<file path="src/rtl/mem_arb_pkg.sv">
// Shared types, widths and the address legality check for the memory arbiter.
package mem_arb_pkg;

  localparam int unsigned AW = 32;
  localparam int unsigned DW = 32;

  localparam logic [AW-1:0] ADDR_MAX_DEFAULT = 32'h0000_ffff;

  typedef enum logic [1:0] {
    IDLE   = 2'd0,
    BUSY_I = 2'd1,
    BUSY_D = 2'd2
  } state_e;

  // Word-aligned and not above the highest legal word address.
  function automatic logic addr_ok(input logic [AW-1:0] addr, input logic [AW-1:0] max);
    return (addr[1:0] == 2'b00) && (addr <= max);
  endfunction

endpackage

</file>
<file path="src/rtl/mem_arb_if.sv">
// Fetch, data and memory-side signals of the arbiter; slave = arbiter, master = environment.
interface mem_arb_if;
  import mem_arb_pkg::*;

  logic          iReq;
  logic [AW-1:0] iAddr;
  logic          iAck;
  logic          iErr;
  logic [DW-1:0] iData;

  logic          dReq;
  logic          dWe;
  logic [AW-1:0] dAddr;
  logic [DW-1:0] dWdata;
  logic          dAck;
  logic          dErr;
  logic [DW-1:0] dRdata;

  logic [AW-1:0] mAddr;
  logic [DW-1:0] mIn;
  logic          mRead;
  logic          mWrite;
  logic [DW-1:0] mOut;

  modport slave (
    input  iReq, iAddr, dReq, dWe, dAddr, dWdata, mOut,
    output iAck, iErr, iData, dAck, dErr, dRdata, mAddr, mIn, mRead, mWrite
  );

  modport master (
    output iReq, iAddr, dReq, dWe, dAddr, dWdata, mOut,
    input  iAck, iErr, iData, dAck, dErr, dRdata, mAddr, mIn, mRead, mWrite
  );

endinterface

</file>
<file path="src/rtl/mem_arb_pick.sv">
// Combinational grant selection; round robin when MEM_ARB_RR_EN is defined, else data over fetch.
module mem_arb_pick (
  input  logic i_elig_i,
  input  logic d_elig_i,
  input  logic last_d_i,
  output logic gnt_i_c_o,
  output logic gnt_d_c_o
);

`ifdef MEM_ARB_RR_EN
  // On conflict the requester not served most recently wins.
  always_comb begin
    gnt_d_c_o = d_elig_i & (~i_elig_i | ~last_d_i);
    gnt_i_c_o = i_elig_i & (~d_elig_i | last_d_i);
  end
`else
  logic unused_last_d;
  assign unused_last_d = last_d_i;

  always_comb begin
    gnt_d_c_o = d_elig_i;
    gnt_i_c_o = i_elig_i & ~d_elig_i;
  end
`endif

endmodule

</file>
<file path="src/rtl/mem_arbiter.sv">
// Two-requester (fetch/data) single-port memory arbiter with registered memory strobes.
// Optional round-robin arbitration via MEM_ARB_RR_EN.
module mem_arbiter
  import mem_arb_pkg::*;
#(
  parameter logic [AW-1:0] ADDR_MAX = ADDR_MAX_DEFAULT
) (
  input logic        clk,
  input logic        rst,
  mem_arb_if.slave   bus
);

  state_e        state_q, state_d;
  logic          we_q, we_d;
  logic          bad_q, bad_d;
  logic          iack_q, iack_d, ierr_q, ierr_d;
  logic          dack_q, dack_d, derr_q, derr_d;
  logic          mread_q, mread_d, mwrite_q, mwrite_d;
  logic [DW-1:0] idata_q, idata_d, drdata_q, drdata_d, min_q, min_d;
  logic [AW-1:0] maddr_q, maddr_d;
  logic          i_elig, d_elig, gnt_i, gnt_d, last_d;
  logic          ok_i, ok_d;

  // A request is not re-granted in its own ack cycle.
  assign i_elig = bus.iReq & ~iack_q;
  assign d_elig = bus.dReq & ~dack_q;
  assign ok_i   = addr_ok(bus.iAddr, ADDR_MAX);
  assign ok_d   = addr_ok(bus.dAddr, ADDR_MAX);

`ifdef MEM_ARB_RR_EN
  logic last_d_q, last_d_d;
  assign last_d = last_d_q;

  always_comb begin
    last_d_d = last_d_q;
    if (state_q == IDLE) begin
      if (gnt_d)      last_d_d = 1'b1;
      else if (gnt_i) last_d_d = 1'b0;
    end
  end

  always_ff @(posedge clk or posedge rst) begin
    if (rst) last_d_q <= 1'b1;
    else     last_d_q <= last_d_d;
  end
`else
  assign last_d = 1'b1;
`endif

  mem_arb_pick u_pick (
    .i_elig_i  (i_elig),
    .d_elig_i  (d_elig),
    .last_d_i  (last_d),
    .gnt_i_c_o (gnt_i),
    .gnt_d_c_o (gnt_d)
  );

  always_ff @(posedge clk or posedge rst) begin
    if (rst) state_q <= IDLE;
    else     state_q <= state_d;
  end

  always_comb begin
    state_d = state_q;
    unique case (state_q)
      IDLE: begin
        if (gnt_d)      state_d = BUSY_D;
        else if (gnt_i) state_d = BUSY_I;
      end
      BUSY_I, BUSY_D: state_d = IDLE;
      default:        state_d = IDLE;
    endcase
  end

  // Next values of the registered outputs; strobes are high only for the BUSY cycle.
  always_comb begin
    we_d     = we_q;
    bad_d    = bad_q;
    maddr_d  = maddr_q;
    min_d    = min_q;
    idata_d  = idata_q;
    drdata_d = drdata_q;
    mread_d  = 1'b0;
    mwrite_d = 1'b0;
    iack_d   = 1'b0;
    ierr_d   = 1'b0;
    dack_d   = 1'b0;
    derr_d   = 1'b0;
    unique case (state_q)
      IDLE: begin
        if (gnt_d) begin
          maddr_d  = bus.dAddr;
          min_d    = bus.dWdata;
          we_d     = bus.dWe;
          bad_d    = ~ok_d;
          mread_d  = ok_d & ~bus.dWe;
          mwrite_d = ok_d & bus.dWe;
        end else if (gnt_i) begin
          maddr_d  = bus.iAddr;
          we_d     = 1'b0;
          bad_d    = ~ok_i;
          mread_d  = ok_i;
        end
      end
      BUSY_I: begin
        iack_d = 1'b1;
        ierr_d = bad_q;
        if (!bad_q) idata_d = bus.mOut;
      end
      BUSY_D: begin
        dack_d = 1'b1;
        derr_d = bad_q;
        if (!bad_q && !we_q) drdata_d = bus.mOut;
      end
      default: ;
    endcase
  end

  always_ff @(posedge clk or posedge rst) begin
    if (rst) begin
      we_q     <= 1'b0;
      bad_q    <= 1'b0;
      maddr_q  <= '0;
      min_q    <= '0;
      idata_q  <= '0;
      drdata_q <= '0;
      mread_q  <= 1'b0;
      mwrite_q <= 1'b0;
      iack_q   <= 1'b0;
      ierr_q   <= 1'b0;
      dack_q   <= 1'b0;
      derr_q   <= 1'b0;
    end else begin
      we_q     <= we_d;
      bad_q    <= bad_d;
      maddr_q  <= maddr_d;
      min_q    <= min_d;
      idata_q  <= idata_d;
      drdata_q <= drdata_d;
      mread_q  <= mread_d;
      mwrite_q <= mwrite_d;
      iack_q   <= iack_d;
      ierr_q   <= ierr_d;
      dack_q   <= dack_d;
      derr_q   <= derr_d;
    end
  end

  assign bus.iAck   = iack_q;
  assign bus.iErr   = ierr_q;
  assign bus.iData  = idata_q;
  assign bus.dAck   = dack_q;
  assign bus.dErr   = derr_q;
  assign bus.dRdata = drdata_q;
  assign bus.mAddr  = maddr_q;
  assign bus.mIn    = min_q;
  assign bus.mRead  = mread_q;
  assign bus.mWrite = mwrite_q;

endmodule
</file>
<file path="src/flat_wrapper.sv">
// flat-port wrapper written by rule: the top's interface ports become plain ports
module mem_arbiter_flat import mem_arb_pkg::*;
#(
  parameter logic [AW-1:0] ADDR_MAX = ADDR_MAX_DEFAULT
)
  (clk, rst, bus_iReq, bus_iAddr, bus_dReq, bus_dWe, bus_dAddr, bus_dWdata, bus_mOut, bus_iAck, bus_iErr, bus_iData, bus_dAck, bus_dErr, bus_dRdata, bus_mAddr, bus_mIn, bus_mRead, bus_mWrite);
  mem_arb_if bus_i ();
  input logic clk;
  input logic rst;
  input wire logic [$bits(bus_i.iReq)-1:0] bus_iReq;
  input wire logic [$bits(bus_i.iAddr)-1:0] bus_iAddr;
  input wire logic [$bits(bus_i.dReq)-1:0] bus_dReq;
  input wire logic [$bits(bus_i.dWe)-1:0] bus_dWe;
  input wire logic [$bits(bus_i.dAddr)-1:0] bus_dAddr;
  input wire logic [$bits(bus_i.dWdata)-1:0] bus_dWdata;
  input wire logic [$bits(bus_i.mOut)-1:0] bus_mOut;
  output wire logic [$bits(bus_i.iAck)-1:0] bus_iAck;
  output wire logic [$bits(bus_i.iErr)-1:0] bus_iErr;
  output wire logic [$bits(bus_i.iData)-1:0] bus_iData;
  output wire logic [$bits(bus_i.dAck)-1:0] bus_dAck;
  output wire logic [$bits(bus_i.dErr)-1:0] bus_dErr;
  output wire logic [$bits(bus_i.dRdata)-1:0] bus_dRdata;
  output wire logic [$bits(bus_i.mAddr)-1:0] bus_mAddr;
  output wire logic [$bits(bus_i.mIn)-1:0] bus_mIn;
  output wire logic [$bits(bus_i.mRead)-1:0] bus_mRead;
  output wire logic [$bits(bus_i.mWrite)-1:0] bus_mWrite;
  assign bus_i.iReq = bus_iReq;
  assign bus_i.iAddr = bus_iAddr;
  assign bus_i.dReq = bus_dReq;
  assign bus_i.dWe = bus_dWe;
  assign bus_i.dAddr = bus_dAddr;
  assign bus_i.dWdata = bus_dWdata;
  assign bus_i.mOut = bus_mOut;
  assign bus_iAck = bus_i.iAck;
  assign bus_iErr = bus_i.iErr;
  assign bus_iData = bus_i.iData;
  assign bus_dAck = bus_i.dAck;
  assign bus_dErr = bus_i.dErr;
  assign bus_dRdata = bus_i.dRdata;
  assign bus_mAddr = bus_i.mAddr;
  assign bus_mIn = bus_i.mIn;
  assign bus_mRead = bus_i.mRead;
  assign bus_mWrite = bus_i.mWrite;
  mem_arbiter #(.ADDR_MAX(ADDR_MAX)) u_core (.clk(clk), .rst(rst), .bus(bus_i));
endmodule
</file>
<file path="config.mk">
export PLATFORM = sky130hd
export DESIGN_NAME = mem_arbiter_flat
export DESIGN_NICKNAME = d
export VERILOG_FILES = /design/src/rtl/mem_arb_pkg.sv /design/src/rtl/mem_arb_if.sv /design/src/rtl/mem_arb_pick.sv /design/src/rtl/mem_arbiter.sv /design/src/flat_wrapper.sv
export SDC_FILE = /design/constraint.sdc
export NUM_CORES = 1
export LEC_CHECK = 0
export CAP_MARGIN = 30
export CORE_MARGIN = 2
export CORE_UTILIZATION = 37
export CTS_CLUSTER_DIAMETER = 50
export DETAILED_ROUTE_END_ITERATION = 8
export HOLD_SLACK_MARGIN = 0.02
export PLACE_DENSITY = 0.86
export SETUP_SLACK_MARGIN = 0.1
export SYNTH_ARGS = -nofsm -noshare
export SYNTH_HDL_FRONTEND = slang
export SYNTH_SLANG_ARGS = --single-unit
</file>
<file path="constraint.sdc">
create_clock -name clk -period 4.4 [get_ports clk]
set_clock_uncertainty 0.05 [all_clocks]
set_input_delay 0.88 -clock clk [delete_from_list [all_inputs] [get_ports clk]]
set_output_delay 0.88 -clock clk [all_outputs]
set_load 0.1 [all_outputs]
</file>
==> summary.md <==
| Metric | Value |
|---|---|
| Worst EP arrival | `a little under 2 ns` |
| Result of the run | `finished clean` |
| Core Region | `around 14000 um2` |
| Async set or reset register ratio after synthesis | `100.0%` |
| Antenna viol nets, final | `0` |
| Synth warn | `0` |
| Worst path cell trace | `clkdlybuf4s50_1` |
| CP Max Fanout | `3` |
| GPL Wtd Cong | `around 0.8` |
| Port-buffer cells | `~270` |
| Worst-path clk slew | `~0.05 ns` |
| Total iterations of the first detailed-routing run | `4` |
| Post-CTS setup buffer count | `0` |
| R2R cell count | `3` |
| Layout Cells excl Fill | `around 860` |
| FF+latch area | `roughly 3500 um2` |
| DP Cell Count | `a little over 800` |
| RR Endpoint | `u_core.bus.iData[25]` |
| Fin Hold WS | `approximately 0.43 ns` |
| Synth cell count leaders | `138 x dfrtp_1, 95 x mux2_2, 37 x nand2_1, 32 x mux2i_1, 32 x o21ai_0` |
| Final WL | `~14000 um` |
| Area Overhead vs Synth | `62.87%` |
| Routed vias | `4073` |
| Crit path largest cell delay | `about 1.2 ns` |
| Yosys cell types | `24` |
| Synthesized area per cell | `between 10 and 15 um2` |
| Initial antenna violation count | `0` |
| Number of diodes | `0` |
| Seq/Total Area, Yosys | `63.14%` |
| Setup TNS | `0 ns` |
| Dpl ws | `roughly 1.7 ns` |
| Post-synth top area share | `a little over three fifths` |
| Area contributors post-synth | `dfrtp_1 63%, mux2_2 20%, mux2i_1 5.9%, o21ai_0 2.9%, nand2_1 2.5%` |
| Row cnt | `between 40 and 50` |
| Synth Flop Type | `dfrtp_1` |
| Crit start category | `flop` |
| Gr usage total | `18.56%` |
| Die Y | `around 130 um` |
| CTS max path bufs | `2` |
| Final Hold Viols | `0` |
| Min-Delay Endpoint | `u_core.bus.mAddr[0]` |
| Drt wl/cell | `around 17 um` |
| CP Capture Type | `output port` |
| First-pass GRT wire length | `roughly 23000 um` |
| Worst EP required | `between 3 and 4 ns` |
| Inserted Clock Buffers | `17` |
| HPWL after detailed placement | `around 11000 um` |
| Yosys reg bits | `138` |
| Largest net degree at the start of global routing | `between 100 and 150` |
| Flop-to-flop setup slack | `between 2 and 2.5 ns` |
| Synth Area in Compound Gates | `3.340%` |
| Synth Net Count | `approximately 520` |
| Initial detailed-routing violation count | `roughly 150` |
| Number of flops mapped to enable cells by yosys | `0` |
| Max Freq | `0.3424 GHz` |
| Layout cell share with drive strength beyond 1 | `~20%` |
| Main combinational cell family by area after synthesis | `multiplexers` |
| HP Class | `flop to flop` |
| Initial Util | `37.77%` |
| Quantity of gates resized following cts | `0` |
| Buf/Inv on CP | `1` |
| Post-layout min period | `approximately 2.9 ns` |
| CTS sink cnt | `approximately 140` |
| Post-synthesis xor/xnor area fraction | `0%` |
| Setup-failing EPs final | `0` |
| DRC Markers | `0` |
| Final Net Count | `between 700 and 800` |
| RSZ-0062 raised after global routing | `false` |
| Adder-cell share of the synthesized area | `0%` |
| Slowest cell on crit path | `clkdlybuf4s50_1` |
| Hold Path Stages | `2` |
| Die width | `125.6 um` |
| Root buffer cell | `clkbuf_16` |
| Multi-input gate area | `between 1500 and 2000 um2` |
| Ports | `between 200 and 300` |
| Cell family with most CP delay | `buffers and inverters` |
| Cell area after synthesis | `roughly 5500 um2` |
| Simple-Gate Fraction of Synth Area | `under 10%` |
| Slew @ Worst Pin | `slightly above 1 ns` |
| TritonCTS clock tree | `built` |
| Max-Cap Viols | `0` |
| Vias in the first global route | `around 4500` |
| Area leader, netlist | `dfrtp_1` |
| Crit path kind | `flop to output port` |
| H-tree Lvls | `4` |
| Syn Inst Count | `between 300 and 400` |
| Reg-to-reg critical path startpoint | `u_core.state_q[0]` |
| Final slew viol count | `0` |
| Die area | `roughly 16000 um2` |
| Hold buffers post-CTS | `0` |
| Cell with the most instances after synthesis | `dfrtp_1` |
| Origin of the worst min-delay path | `u_core.bus.mAddr[0]` |
| Mux cell area share after synthesis | `25.62%` |
| CP Launch Point | `u_core.bus.dAck` |
| Fill cells | `1108` |
| GRT overflow | `0` |
| Skew-Pair Late Insertion Delay | `0.40 ns` |
| Final worst slack | `~1.5 ns` |
| Normalized max-slew margin | `a little under a third` |
| Vias per cell | `between 4 and 5` |
| Final Cycle Share | `66.38%` |
cells by family after synthesis:
group,count (synthesis)
flops,138
mux,128
buf+inv,22
simple gates,66
compound gates,35
registers in the layout (all words and copies together), names as in the netlist:
signal and flops:
u_core.bad_q 1, u_core.bus.dAck 1, u_core.bus.dErr 1, u_core.bus.dRdata 32, u_core.bus.iAck 1, u_core.bus.iData 32
u_core.bus.iErr 1, u_core.bus.mAddr 32, u_core.bus.mIn 32, u_core.bus.mRead 1, u_core.bus.mWrite 1, u_core.state_q 2
u_core.we_q 1
metrics by stage:
step	util, %	cell area [um2]
after CTS	61.52	8907
after global routing	61.52	8907
final	61.52	8907
after floorplan	-	5473
after global placement	57.60	8341
after detailed placement	57.79	8368
cells in the final DEF (no fill, tap or decap), types with 2 or more instances in the layout:
| cell type | Yosys | final |
|---|---|---|
| buf_4 | 6 | 4 |
| nor2_1 | 4 | 4 |
| and2_1 | 2 | 2 |
| nor2b_1 | 5 | 3 |
| nand3_1 | 3 | 3 |
| nor4_1 | 9 | 9 |
| clkbuf_8 | 0 | 2 |
| dfrtp_1 | 138 | 138 |
| mux2i_1 | 32 | 32 |
| nand2_1 | 37 | 37 |
| nor2b_4 | 0 | 2 |
| clkbuf_1 | 5 | 4 |
| mux2_2 | 95 | 95 |
| clkbuf_16 | 0 | 17 |
| clkdlybuf4s50_1 | 0 | 266 |
| o21ai_0 | 32 | 32 |
| nor3_1 | 2 | 2 |
| clkinv_2 | 0 | 5 |
| clkinvlp_4 | 0 | 2 |
area by class of cell:
class                      count  share of cell area, %
inverter                       1                0.08428
sequential                   138                  38.77
timing repair buffer         272                  30.76
clock inverter                 8                 0.8007
multi-input combinational    229                  21.74
clock buffer                  23                  5.254
tap                          184                  2.585
worst reg2reg max path, cell delays in order, from the launching register on:
cell and delay (ns):
dfrtp_1 0.42, nor2b_1 0.23, nor2b_4 0.82, mux2_2 0.44
metal layers:
metal,track usage [%],up-vias,wire (um)
li1,-,1909,-
met2,32.62,175,7432
met3,5.777,28,1030
met1,21.14,1961,5666
met4,7.059,0,320
met5,0,-,0
worst max path at each step:
stage / end / cells after the start / slack [ns]
global placement: u_core.bus.mIn[22] / 5 / 1.73
global route: bus_dAck / 1 / 1.41
finish: bus_dAck / 1 / 1.48
floorplan: u_core.bad_q / 1 / 1.75
CTS: bus_dAck / 1 / 1.43
detailed placement: u_core.bus.mIn[10] / 5 / 1.68
Power is not shown: default switching activity piles up to over one toggle a cycle in this logic, so the estimate is an artifact.
